### src/rtl/rotary_pkg.sv
// Shared definitions for rotary-encoder consumers: UI state encoding and per-cycle
// input qualification (Press dominates; simultaneous Left and Right are dropped).
package rotary_pkg;

  localparam logic ST_SELECT = 1'b0;
  localparam logic ST_EDIT   = 1'b1;

  typedef enum logic {
    StSelect = ST_SELECT,
    StEdit   = ST_EDIT
  } ui_state_e;

  typedef enum logic [1:0] {
    StepNone  = 2'd0,
    StepInc   = 2'd1,
    StepDec   = 2'd2,
    StepPress = 2'd3
  } step_e;

  function automatic step_e qualify_step(logic press, logic left, logic right);
    if (press) begin
      return StepPress;
    end else if (right && !left) begin
      return StepInc;
    end else if (left && !right) begin
      return StepDec;
    end
    return StepNone;
  endfunction

endpackage

### src/rtl/sat_updown_reg.sv
// Saturating up/down register; steps by one within [MIN_VAL, MAX_VAL] when enabled.
// changed flags that the enabled step will actually alter the stored value.
module sat_updown_reg #(
  parameter int unsigned WIDTH     = 8,
  parameter int unsigned MIN_VAL   = 0,
  parameter int unsigned MAX_VAL   = 255,
  parameter int unsigned RESET_VAL = 0
) (
  input  logic             Clk,
  input  logic             Reset_n,
  input  logic             inc,
  input  logic             dec,
  input  logic             en,
  output logic [WIDTH-1:0] q,
  output logic             changed
);

  localparam logic [WIDTH:0]   MinExt = (WIDTH + 1)'(MIN_VAL);
  localparam logic [WIDTH:0]   MaxExt = (WIDTH + 1)'(MAX_VAL);
  localparam logic [WIDTH:0]   OneExt = (WIDTH + 1)'(1);
  localparam logic [WIDTH-1:0] RstVal = WIDTH'(RESET_VAL);

  logic [WIDTH-1:0] q_q, q_d;
  logic [WIDTH:0]   q_ext, q_plus, q_next;

  // One extra bit keeps MAX_VAL = 2**WIDTH-1 from wrapping before the clamp.
  always_comb begin
    q_ext  = {1'b0, q_q};
    q_plus = q_ext + OneExt;
    q_next = q_ext;
    if (en && inc && !dec) begin
      q_next = (q_plus > MaxExt) ? MaxExt : q_plus;
    end else if (en && dec && !inc) begin
      q_next = (q_ext <= MinExt) ? MinExt : (q_ext - OneExt);
    end
    q_d     = q_next[WIDTH-1:0];
    changed = (q_d != q_q);
  end

  always_ff @(posedge Clk) begin
    if (!Reset_n) begin
      q_q <= RstVal;
    end else begin
      q_q <= q_d;
    end
  end

  assign q = q_q;

endmodule

### src/rtl/rotary_setpoint_controller.sv
// Two-level rotary UI: SELECT moves the field cursor, EDIT steps the selected setpoint,
// with an idle timeout that drops back to SELECT.
module rotary_setpoint_controller
  import rotary_pkg::*;
#(
  parameter int unsigned NUM_FIELDS = 4,
  parameter int unsigned WIDTH      = 8,
  parameter int unsigned MIN_VAL    = 0,
  parameter int unsigned MAX_VAL    = 255,
  parameter int unsigned RESET_VAL  = 0,
  parameter int unsigned TIMEOUT    = 50_000_000
) (
  input  logic                          Clk,
  input  logic                          Reset_n,
  input  logic                          Left,
  input  logic                          Right,
  input  logic                          Press,
  output logic [$clog2(NUM_FIELDS)-1:0] Field_sel,
  output logic                          Editing,
  output logic [NUM_FIELDS*WIDTH-1:0]   Values,
  output logic                          Update
);

  localparam int unsigned SelW = $clog2(NUM_FIELDS);
  localparam int unsigned CntW = $clog2(TIMEOUT);
  localparam logic [CntW-1:0] CntLast = CntW'(TIMEOUT - 1);

  ui_state_e       state_q, state_d;
  logic [SelW-1:0] sel_q, sel_d;
  logic [CntW-1:0] cnt_q, cnt_d;
  logic            update_q, update_d;

  step_e           step;
  logic            step_inc, step_dec;
  logic [NUM_FIELDS-1:0] field_en, field_changed;

  assign step     = qualify_step(Press, Left, Right);
  assign step_inc = (step == StepInc);
  assign step_dec = (step == StepDec);

  always_comb begin
    state_d = state_q;
    sel_d   = sel_q;
    cnt_d   = cnt_q;
    unique case (state_q)
      StSelect: begin
        cnt_d = '0;
        if (step == StepPress) begin
          state_d = StEdit;
        end else if (step_inc) begin
          sel_d = sel_q + 1'b1;
        end else if (step_dec) begin
          sel_d = sel_q - 1'b1;
        end
      end
      StEdit: begin
        // Any qualified input on the expiry cycle takes priority over the timeout.
        if (step == StepPress) begin
          state_d = StSelect;
          cnt_d   = '0;
        end else if (step_inc || step_dec) begin
          cnt_d = '0;
        end else if (cnt_q == CntLast) begin
          state_d = StSelect;
          cnt_d   = '0;
        end else begin
          cnt_d = cnt_q + 1'b1;
        end
      end
    endcase
  end

  for (genvar k = 0; k < NUM_FIELDS; k++) begin : g_field
    assign field_en[k] = (state_q == StEdit) && (sel_q == SelW'(k));

    sat_updown_reg #(
      .WIDTH    (WIDTH),
      .MIN_VAL  (MIN_VAL),
      .MAX_VAL  (MAX_VAL),
      .RESET_VAL(RESET_VAL)
    ) u_reg (
      .Clk    (Clk),
      .Reset_n(Reset_n),
      .inc    (step_inc),
      .dec    (step_dec),
      .en     (field_en[k]),
      .q      (Values[k*WIDTH +: WIDTH]),
      .changed(field_changed[k])
    );
  end

  assign update_d = |field_changed;

  always_ff @(posedge Clk) begin
    if (!Reset_n) begin
      state_q  <= StSelect;
      sel_q    <= '0;
      cnt_q    <= '0;
      update_q <= 1'b0;
    end else begin
      state_q  <= state_d;
      sel_q    <= sel_d;
      cnt_q    <= cnt_d;
      update_q <= update_d;
    end
  end

  assign Field_sel = sel_q;
  assign Editing   = (state_q == StEdit);
  assign Update    = update_q;

endmodule

### config.mk
export PLATFORM = sky130hd
export DESIGN_NAME = rotary_setpoint_controller
export DESIGN_NICKNAME = d
export VERILOG_FILES = /design/src/rtl/rotary_pkg.sv /design/src/rtl/sat_updown_reg.sv /design/src/rtl/rotary_setpoint_controller.sv
export SDC_FILE = /design/constraint.sdc
export NUM_CORES = 1
export LEC_CHECK = 0
export ABC_AREA = 1
export CORE_MARGIN = 1.5
export CORE_UTILIZATION = 50
export CTS_CLUSTER_SIZE = 14
export DETAILED_ROUTE_END_ITERATION = 16
export PLACE_DENSITY = 0.7
export SYNTH_ARGS = -nofsm -noshare
export SYNTH_HDL_FRONTEND = slang
export SYNTH_HIERARCHICAL = 1
export SYNTH_SLANG_ARGS = --single-unit
### constraint.sdc
create_clock -name Clk -period 8.5 [get_ports Clk]
set_input_delay 1.7 -clock Clk [delete_from_list [all_inputs] [get_ports Clk]]
set_output_delay 1.7 -clock Clk [all_outputs]
set_load 0.1 [all_outputs]
==> results of run 1 <==
## state kept, by name, indices dropped and copies added, names as in the netlist
register	count
cnt_q	26
g_field.u_reg/q	32
Update	1
Editing	1
Field_sel	2
## final cells by class
cell class / count / area (µm²) / share of cell area [%]
inverters: 119 / 447 / 7.78
well taps: 133 / 166 / 2.90
flip-flops and latches: 62 / 1240 / 21.6
clock inverters: 6 / 93.8 / 1.63
clock buffers: 10 / 138 / 2.40
repair buffers: 40 / 400 / 6.97
multi-input cells: 593 / 3260 / 56.7
## power by group through the flow
stage | Sequential, mW | Combinational (mW) | Clock (mW)
final | 0.304 | 0.105 | 0.300
after global routing | 0.305 | 0.113 | 0.321
after CTS | 0.304 | 0.105 | 0.309
after detailed placement | 0.311 | 0.105 | 0
after global placement | 0.311 | 0.103 | 0
after floorplan | 0.343 | 0.0500 | 0
## cell usage after synthesis, types with 4 or more instances
cell                       number
sky130_fd_sc_hd__a21oi_1       48
sky130_fd_sc_hd__a21oi_2        4
sky130_fd_sc_hd__a21oi_4        4
sky130_fd_sc_hd__buf_6         10
sky130_fd_sc_hd__dfxtp_1       62
sky130_fd_sc_hd__ha_1          22
sky130_fd_sc_hd__inv_1         98
sky130_fd_sc_hd__inv_2         21
sky130_fd_sc_hd__nand2_1      214
sky130_fd_sc_hd__nand2_2       17
sky130_fd_sc_hd__nand3_1       51
sky130_fd_sc_hd__nand3_2       10
sky130_fd_sc_hd__nand3_4        4
sky130_fd_sc_hd__nand3b_1       5
sky130_fd_sc_hd__nand4_1       12
sky130_fd_sc_hd__nand4_2        4
sky130_fd_sc_hd__nor2_1        85
sky130_fd_sc_hd__nor2_2        21
sky130_fd_sc_hd__nor2_4         6
sky130_fd_sc_hd__nor3_1        13
sky130_fd_sc_hd__nor3_4         4
sky130_fd_sc_hd__o21ai_0       13
sky130_fd_sc_hd__o21ai_1       13
sky130_fd_sc_hd__o21bai_1       5
sky130_fd_sc_hd__xnor2_1        9
sky130_fd_sc_hd__xor2_1        24
## how the worst max path moves through the flow
stage,start,endpoint,slack [ns],depth (start not counted)
after global routing,Left,Update,3.70,14
after CTS,Left,Update,4.12,14
after detailed placement,Left,Update,3.74,14
after floorplan,Left,Update,4.47,15
after global placement,Left,Update,3.83,14
final,Left,Update,4.11,14
## layer usage
layer	part of all wire (%)	global-route usage, %	up-vias	wire (µm)
met5	0	0	-	0
met4	1.4	7.24	0	157
met3	3.7	3.71	14	428
met2	50	39.7	108	5770
met1	44	25.8	2261	5090
li1	-	-	2556	-
## through the flow
step / util (%) / instances / hold WS, ns
2_1_floorplan: - / 785 / 0.430
3_3_place_gp: 56.1 / 947 / 0.447
3_5_place_dp: 56.1 / 947 / 0.453
4_1_cts: 58.5 / 963 / 0.473
5_1_grt: 58.5 / 963 / 0.500
6_report: 58.5 / 963 / 0.474
## cells by family (layout without fill, tap and decap cells)
logic type	after synthesis	after routing	synth area share, %
flops	62	62	24.5
buf+inv	130	175	11.2
simple gates	449	449	42.8
compound gates	89	89	10.3
fa+ha+maj	22	22	5.44
xor+xnor	33	33	5.71
==> key figures, run 1 <==
Power
  – Total internal power: around 0.5 mW
  – Maximum VDD drop: around 0.11 mV
  – Sequential power share: roughly 43%
  – Switching Fraction: between 20 and 30%
  – P_sw: around 0.21 mW
  – Static leakage: 2.23 nW
  – Share of power burned in combinational logic: around 15%
  – Pwr dens: around 120 nW/µm²
  – Tot Pwr: roughly 0.7 mW
  – Clock power frac: a little over two fifths

Timing
  – Final setup viols: 0
  – Fmax: approximately 230 MHz
  – Setup TNS: 0 ns
  – Final Max Slew Viols: 0
  – Least-Margin Pin Slew: around 1 ns
  – Unrepaired setup endpoints after global routing: false
  – Number of hold violations in the final report: 0
  – Final critical-path setup slack: 4.11 ns
  – Post-Route Skew: approximately 0.011 ns
  – Relative slew margins: roughly a third
  – Min Clock Period, post-route: approximately 4.4 ns
  – Final worst path period share: slightly above 50%

Drt
  – Via/cell ratio: just over 5
  – First-iteration detailed-routing DRC count: roughly 170
  – Antenna-violating nets left: 0
  – WL final: 11.5 mm
  – Wire per inst: about 12 µm
  – Iteration count of the initial detailed-routing pass: 5
  – Residual DRC count: 0
  – Vias: just under 5,000

GRT
  – Largest net degree at the start of global routing: 27
  – First-pass GRT wire length: approximately 20 mm
  – Vias in the first global route: roughly 4,600
  – Number of antenna violations at the first check in global routing: 0
  – Overflow left after global routing: 0
  – Aggregate global-route resource usage: a little over a fifth

Synth
  – Nets in the synthesized netlist: 812
  – Number of synthesized register bits: 62
  – Mapped cell area: a little over 5000 µm²
  – Cell accounting for the most synthesized area: sky130_fd_sc_hd__dfxtp_1
  – EDFF count, synth: 0
  – Main synth FF type: sky130_fd_sc_hd__dfxtp_1
  – Synthesized area divided by synthesized cell count: ~6.5 µm²
  – Proportion of synthesized chip area in sequential cells: approximately 25%
  – Number of synthesis warnings: 6
  – Post-synthesis cell count: ~790
  – Top post-synthesis cells by area: sky130_fd_sc_hd__dfxtp_1, sky130_fd_sc_hd__nand2_1, sky130_fd_sc_hd__inv_1, sky130_fd_sc_hd__nor2_1, sky130_fd_sc_hd__ha_1
  – Post-synthesis async set-or-reset flop share: 0%
  – Synth cell types: 32
  – Portion of synthesized cell area occupied by the leading cell type: ~25%

Placement
  – Setup slack at placement: around 3.7 ns
  – Sum of net half-perimeters after detailed placement: roughly 9 mm
  – Cell area reported after detailed placement: approximately 5500 µm²
  – Port-buffer cells: 40
  – RePlAce Congestion: between 0.8 and 0.9

Run
  – Number of max-cap violations: 0

Worst hold path
  – Hold endpoint: cnt_q[0]
  – Number of cells on the worst hold path: 1
  – Hold wc startpoint: cnt_q[0]
  – Worst min-delay path category: flip-flop to flip-flop

Cells and area
  – Share of layout cells above drive strength 1: a little over an eighth
  – ANT cells: 0
  – Fill cell count: ~1,000
  – Most common cell after layout, fill and taps aside: sky130_fd_sc_hd__nand2_1
  – Number of nets in the layout: between 800 and 900
  – Most frequent cells in the layout: sky130_fd_sc_hd__nand2_1, sky130_fd_sc_hd__inv_1, sky130_fd_sc_hd__nor2_1, sky130_fd_sc_hd__dfxtp_1, sky130_fd_sc_hd__nand3_1
  – Total non-filler cell area in the finished layout: about 5700 µm²
  – Layout Area Growth over Synthesis: 13.4%

Floorplan
  – Die outline area: around 11,000 µm²
  – Number of core rows: 36
  – Effective utilization at floorplan: approximately half
  – Height of the die: approximately 100 µm
  – # IOs: between 40 and 50
  – Floorplan die width: between 100 and 150 µm
  – Core area: 9820 µm²

Setup path
  – Largest fanout on the critical path: 8
  – Buffer and inverter count on the worst path: 3
  – Cell Chain, Critical Path: clkdlybuf4s50_1, inv_1, ha_1, o21ai_0, ha_1, nand2_2, nor2_4, inv_2, o21ai_1, nand3_1, nand3_1, nand4_1, nor4_1, nor2_1
  – Crit Path Class: input port to flip-flop
  – Endpoint of the worst register-to-register path: Update
  – Cell type group with the largest total delay on the critical path: simple AND/OR/NAND/NOR gates
  – Endpoint required time on the critical path: about 8.7 ns
  – Worst reg2reg startpoint: Field_sel[0]
  – Number of cells on the worst reg-to-reg path: 13
  – Slowest cell on the critical path: sky130_fd_sc_hd__ha_1
  – Crit path largest cell delay: a little over 0.6 ns
  – Register-to-register path setup slack: between 6 and 7 ns
  – Critical path startpoint category: input port
  – Crit path capture type: flip-flop
  – Arrival time of data at the critical path endpoint: 4.62 ns

Clock tree
  – Post_cts resized: 0
  – Number of sinks handled by clock tree synthesis: 62
  – Postcts setup bufs: 0
  – Cell at the root of the clock tree: sky130_fd_sc_hd__clkbuf_8
  – H-tree depth reported by CTS: 3
  – CTS Hold Buffers Added: 0
  – Clk Latency, worst-skew pair: between 0.3 and 0.4 ns
  – Clock tree from TritonCTS: done
  – Clock transition time at the flip-flop clock pins of the worst setup and hold paths: ~0.070 ns
  – Cts bufs inserted: 9
  – Buffer depth of the longest clock path: 2

Outcome
  – Status: completed
Note: power is estimated with default switching activity, not from simulation.
==> inputs of run 2 (changes only) <==
PLACE_DENSITY = 0.73   (was 0.7)
clock period = 3.9 ns   (was 8.5 ns; I/O delays follow)
==> key figures, run 2 (synthesis gave the netlist of run 1 again) <==
Timing
  – Min Clock Period, post-route: between 3 and 4 ns
  – Relative slew margins: about a third
  – Fmax: just under 300 MHz
  – Final setup viols: 0
  – Final worst path period share: 87.6%
  – Number of hold violations in the final report: 0
  – Setup TNS: 0 ns
  – Final critical-path setup slack: 0.484 ns
  – Final Max Slew Viols: 0
  – Unrepaired setup endpoints after global routing: false
  – Post-Route Skew: 0.00875 ns
  – Least-Margin Pin Slew: about 1 ns

Power
  – Tot Pwr: between 1 and 1.5 mW
  – Static leakage: approximately 2.2 nW
  – P_sw: between 0.4 and 0.5 mW
  – Clock power frac: around two fifths
  – Switching Fraction: between 30% and 40%
  – Total internal power: slightly above 1 mW
  – Maximum VDD drop: about 0.2 mV
  – Sequential power share: 44.9%
  – Pwr dens: ~260 nW/µm²
  – Share of power burned in combinational logic: approximately 16%

Drt
  – Residual DRC count: 0
  – Wire per inst: ~12 µm
  – First-iteration detailed-routing DRC count: approximately 190
  – Antenna-violating nets left: 0
  – WL final: 11.6 mm
  – Iteration count of the initial detailed-routing pass: 5
  – Via/cell ratio: approximately 5
  – Vias: ~5,000

Setup path
  – Crit path capture type: flip-flop
  – Worst reg2reg startpoint: Field_sel[0]
  – Endpoint required time on the critical path: between 4 and 5 ns
  – Number of cells on the worst reg-to-reg path: 13
  – Largest fanout on the critical path: 7
  – Critical path launch point: Left
  – Critical path startpoint category: input port
  – Arrival time of data at the critical path endpoint: 3.64 ns
  – Crit Path Class: input port to flip-flop

Clock tree
  – H-tree depth reported by CTS: 3
  – Clock transition time at the flip-flop clock pins of the worst setup and hold paths: around 0.070 ns
  – Cell at the root of the clock tree: sky130_fd_sc_hd__clkbuf_8
  – Buffer depth of the longest clock path: 2
  – Postcts setup bufs: 0
  – Number of sinks handled by clock tree synthesis: 62
  – Clock tree from TritonCTS: done
  – CTS Hold Buffers Added: 0
  – Post_cts resized: 0
  – Cts bufs inserted: 9
  – Clk Latency, worst-skew pair: roughly 0.34 ns

Cells and area
  – Layout Area Growth over Synthesis: 13.2%
  – Most common cell after layout, fill and taps aside: sky130_fd_sc_hd__nand2_1
  – ANT cells: 0
  – Fill cell count: approximately 970
  – Max reg flops: 32
  – Share of layout cells above drive strength 1: between 10% and 20%
  – Number of nets in the layout: ~860
  – Most frequent cells in the layout: sky130_fd_sc_hd__nand2_1, sky130_fd_sc_hd__inv_1, sky130_fd_sc_hd__nor2_1, sky130_fd_sc_hd__dfxtp_1, sky130_fd_sc_hd__nand3_1

Floorplan
  – Die outline area: 10,700 µm²
  – Effective utilization at floorplan: about half
  – Floorplan die width: 104 µm
  – Number of core rows: 36
  – # IOs: between 40 and 50
  – Height of the die: about 100 µm
  – Core area: a little under 10,000 µm²

GRT
  – Vias in the first global route: between 4,000 and 5,000
  – First-pass GRT wire length: between 15 and 20 mm
  – Number of antenna violations at the first check in global routing: 0
  – Overflow left after global routing: 0
  – Aggregate global-route resource usage: roughly 22%
  – Largest net degree at the start of global routing: 27

Worst hold path
  – Worst min-delay path category: flip-flop to flip-flop
  – Number of cells on the worst hold path: 1
  – Hold wc startpoint: cnt_q[0]

Run
  – Number of max-cap violations: 0

Outcome
  – Status: completed

Placement
  – Port-buffer cells: 40
  – RePlAce Congestion: about 0.94
  – Setup slack at placement: ~0.15 ns
  – Sum of net half-perimeters after detailed placement: 8.83 mm
[run 2: worst max-delay path: stages]
cell                              delay (ns)
sky130_fd_sc_hd__clkdlybuf4s50_1        0.45
sky130_fd_sc_hd__inv_1                  0.05
sky130_fd_sc_hd__ha_1                   0.28
sky130_fd_sc_hd__o21ai_0                0.31
sky130_fd_sc_hd__ha_1                   0.51
sky130_fd_sc_hd__nand2_2                0.12
sky130_fd_sc_hd__nor2_4                 0.21
sky130_fd_sc_hd__inv_2                  0.10
sky130_fd_sc_hd__o21ai_1                0.16
sky130_fd_sc_hd__nand3_1                0.16
sky130_fd_sc_hd__nand3_1                0.10
sky130_fd_sc_hd__nand4_1                0.09
sky130_fd_sc_hd__nor4_1                 0.26
sky130_fd_sc_hd__nor2_1                 0.07
[run 2: layout make-up]
type	instances	area, µm²	share of cell area, %
clock inverter	4	45.0	0.786
clock buffer	12	155	2.71
sequential	62	1240	21.6
timing repair buffer	43	423	7.38
multi-input combinational	593	3260	56.8
inverter	119	447	7.79
tap	133	166	2.90
[run 2: final timing paths]
| kind | slack, ns | endpoint |
|---|---|---|
| setup / recovery | 0.48 | Update |
| hold / removal | 0.47 | cnt_q[0] |
| setup reg to reg | 1.68 | Update |
| hold reg to reg | 0.47 | cnt_q[0] |
[run 2: routing by layer]
layer	routed length (µm)	vias to the layer above	share of wire (%)	track usage [%]
met4	189	0	1.6	7.54
met5	0	-	0	0
li1	-	2565	-	-
met1	5150	2222	45	26.9
met2	5720	121	50	39.0
met3	502	16	4.3	2.45
[run 2: through the flow]
| step | instances | hold slack, ns | area, µm² | util, % |
|---|---|---|---|---|
| after global routing | 966 | 0.511 | 5730 | 58.4 |
| after global placement | 950 | 0.443 | 5530 | 56.3 |
| after floorplan | 785 | 0.430 | 5060 | - |
| final | 966 | 0.472 | 5730 | 58.4 |
| after detailed placement | 950 | 0.452 | 5530 | 56.3 |
| after CTS | 966 | 0.470 | 5730 | 58.4 |
[run 2: power groups by stage]
| stage | sequential, mW | clock [mW] | combinational (mW) |
|---|---|---|---|
| 6_report | 0.664 | 0.585 | 0.231 |
| 5_1_grt | 0.665 | 0.627 | 0.250 |
| 4_1_cts | 0.664 | 0.599 | 0.231 |
| 3_5_place_dp | 0.678 | 0 | 0.231 |
| 3_3_place_gp | 0.677 | 0 | 0.227 |
| 2_1_floorplan | 0.748 | 0 | 0.109 |
==> inputs of run 3 (changes only) <==
CORE_UTILIZATION = 40   (was 50)
PLACE_DENSITY = not set   (was 0.73)
SKIP_LAST_GASP = 1   (was not set)
==> key figures, run 3 (synthesis gave the netlist of run 1 again) <==
Clock tree
  – Number of sinks handled by clock tree synthesis: 62
  – Postcts setup bufs: 0
  – H-tree depth reported by CTS: 3
  – Clock tree from TritonCTS: done
  – CTS Hold Buffers Added: 0
  – Clk Latency, worst-skew pair: ~0.33 ns
  – Post_cts resized: 0
  – Buffer depth of the longest clock path: 2
  – Clock transition time at the flip-flop clock pins of the worst setup and hold paths: around 0.050 ns
  – Cell at the root of the clock tree: sky130_fd_sc_hd__clkbuf_16
  – Cts bufs inserted: 9

Timing
  – Final critical-path setup slack: approximately 0.49 ns
  – Least-Margin Pin Slew: between 0.9 and 1 ns
  – Number of hold violations in the final report: 0
  – Min Clock Period, post-route: roughly 3.4 ns
  – Post-Route Skew: about 0.0055 ns
  – Fmax: ~290 MHz
  – Final setup viols: 0
  – Relative slew margins: 35.2%
  – Final Max Slew Viols: 0
  – Setup TNS: 0 ns
  – Final worst path period share: ~87%
  – Worst Hold Margin: 0.472 ns
  – Unrepaired setup endpoints after global routing: false

Setup path
  – Buffer and inverter count on the worst path: 3
  – CP Depth: 14
  – Number of cells on the worst reg-to-reg path: 12
  – Endpoint of the worst register-to-register path: Update
  – Register-to-register path setup slack: 1.69 ns
  – Cell type group with the largest total delay on the critical path: simple AND/OR/NAND/NOR gates
  – Slowest cell on the critical path: sky130_fd_sc_hd__ha_1
  – Crit path largest cell delay: between 0.5 and 0.6 ns
  – Arrival time of data at the critical path endpoint: around 3.6 ns
  – Endpoint required time on the critical path: roughly 4.1 ns
  – Cell Chain, Critical Path: clkdlybuf4s50_1, inv_1, ha_1, o21ai_0, ha_1, nand2_2, nor2_4, inv_2, o21ai_1, nand3_1, nand3_1, nand4_1, nor4_1, nor2_1
  – Critical path launch point: Left
  – Crit path capture type: flip-flop
  – Crit Path Class: input port to flip-flop
  – Worst reg2reg startpoint: Field_sel[0]
  – Largest fanout on the critical path: 7
  – Critical Path Sink: Update
  – Critical path startpoint category: input port

Worst hold path
  – Worst min-delay path category: flip-flop to flip-flop
  – Number of cells on the worst hold path: 2

Placement
  – Placed Cells: 986
  – Setup slack at placement: roughly 0.13 ns
  – Sum of net half-perimeters after detailed placement: around 9.3 mm
  – Cell area reported after detailed placement: between 5000 and 6000 µm²
  – Port-buffer cells: 40
  – RePlAce Congestion: 0.871

GRT
  – Vias in the first global route: ~4,600
  – Overflow left after global routing: 0
  – Aggregate global-route resource usage: 19.0%
  – First-pass GRT wire length: 20.5 mm
  – Number of antenna violations at the first check in global routing: 0
  – Largest net degree at the start of global routing: 27

Floorplan
  – Number of core rows: 40
  – Floorplan die width: between 100 and 150 µm
  – Die outline area: about 13,000 µm²
  – Height of the die: between 100 and 150 µm
  – Core area: 12,200 µm²
  – # IOs: between 40 and 50
  – Effective utilization at floorplan: 41.6%

Drt
  – Antenna-violating nets left: 0
  – Vias: 4,896
  – Iteration count of the initial detailed-routing pass: 4
  – Residual DRC count: 0
  – First-iteration detailed-routing DRC count: roughly 230
  – Via/cell ratio: 4.90
  – Wire per inst: roughly 12 µm
  – WL final: between 10 and 15 mm

Cells and area
  – Most frequent cells in the layout: sky130_fd_sc_hd__nand2_1, sky130_fd_sc_hd__inv_1, sky130_fd_sc_hd__nor2_1, sky130_fd_sc_hd__dfxtp_1, sky130_fd_sc_hd__nand3_1
  – Max reg flops: 32
  – Total non-filler cell area in the finished layout: roughly 5800 µm²
  – Most common cell after layout, fill and taps aside: sky130_fd_sc_hd__nand2_1
  – Number of nets in the layout: 856
  – Number of non-filler instances in the completed layout: approximately 1,000
  – ANT cells: 0
  – Share of layout cells above drive strength 1: between 10% and 20%
  – Layout Area Growth over Synthesis: 15.5%

Power
  – Static leakage: between 2 and 2.5 nW
  – Pwr dens: 276 nW/µm²
  – Sequential power share: around two fifths
  – Clock power frac: 44.3%
  – Maximum VDD drop: about 0.18 mV
  – Total internal power: between 1 and 1.5 mW
  – P_sw: about 0.45 mW
  – Share of power burned in combinational logic: 14.4%
  – Switching Fraction: 28.0%

Run
  – Number of max-cap violations: 0

Outcome
  – Status: completed
-- run 3: cell count changes in the layout (fill, tap and decap cells not counted) --
| cell | before | now |
|---|---|---|
| sky130_fd_sc_hd__clkbuf_16 | 0 | 9 |
| sky130_fd_sc_hd__clkbuf_1 | 1 | 0 |
| sky130_fd_sc_hd__bufinv_16 | 1 | 0 |
| sky130_fd_sc_hd__clkbuf_8 | 11 | 2 |
| sky130_fd_sc_hd__clkinv_2 | 3 | 2 |
| sky130_fd_sc_hd__buf_4 | 3 | 4 |
-- run 3: worst min-delay path by stage --
stage / from / endpoint / slack, ns
6_report: cnt_q[22] / cnt_q[22] / 0.47
5_1_grt: cnt_q[22] / cnt_q[22] / 0.50
4_1_cts: cnt_q[22] / cnt_q[22] / 0.48
3_5_place_dp: cnt_q[0] / cnt_q[0] / 0.45
3_3_place_gp: cnt_q[0] / cnt_q[0] / 0.45
2_1_floorplan: cnt_q[0] / cnt_q[0] / 0.43
-- run 3: final cells by class --
| type | instances | area [µm²] |
|---|---|---|
| repair buffers | 44 | 430 |
| fillers | 1239 | 6310 |
| inverters | 119 | 447 |
| flip-flops and latches | 62 | 1240 |
| multi-input cells | 593 | 3260 |
| well taps | 168 | 210 |
| clock inverters | 2 | 10.0 |
| clock buffers | 11 | 253 |
-- run 3: per-stage QoR --
stage               util [%]  power (mW)
CTS                     48.1        1.64
global placement        45.9       0.909
detailed placement      45.9       0.912
floorplan                  -       0.857
global route            48.1        1.68
finish                  48.1        1.61
-- run 3: metal layers --
layer / track usage (%) / wire length (µm) / vias to the layer above
li1: - / - / 2567
met5: 0 / 0 / -
met1: 22.7 / 5360 / 2209
met2: 33.5 / 5970 / 100
met3: 4.39 / 483 / 20
met4: 6.26 / 158 / 0
-- run 3: power by group through the flow --
stage	Sequential (mW)	Clock [mW]	Combinational, mW
2_1_floorplan	0.748	0	0.109
3_3_place_gp	0.678	0	0.230
3_5_place_dp	0.679	0	0.233
4_1_cts	0.666	0.741	0.233
5_1_grt	0.668	0.764	0.252
6_report	0.666	0.714	0.232
-- run 3: worst reg2reg max path, stage by stage, from the launching register on --
cell	delay (ns)
sky130_fd_sc_hd__dfxtp_1	0.43
sky130_fd_sc_hd__ha_1	0.18
sky130_fd_sc_hd__nand2_1	0.04
sky130_fd_sc_hd__inv_1	0.09
sky130_fd_sc_hd__inv_1	0.07
sky130_fd_sc_hd__nor3_4	0.43
sky130_fd_sc_hd__inv_1	0.14
sky130_fd_sc_hd__nand3_1	0.16
sky130_fd_sc_hd__nand2_1	0.06
sky130_fd_sc_hd__nand2_1	0.05
sky130_fd_sc_hd__nand4_1	0.09
sky130_fd_sc_hd__nor4_1	0.28
sky130_fd_sc_hd__nor2_1	0.06
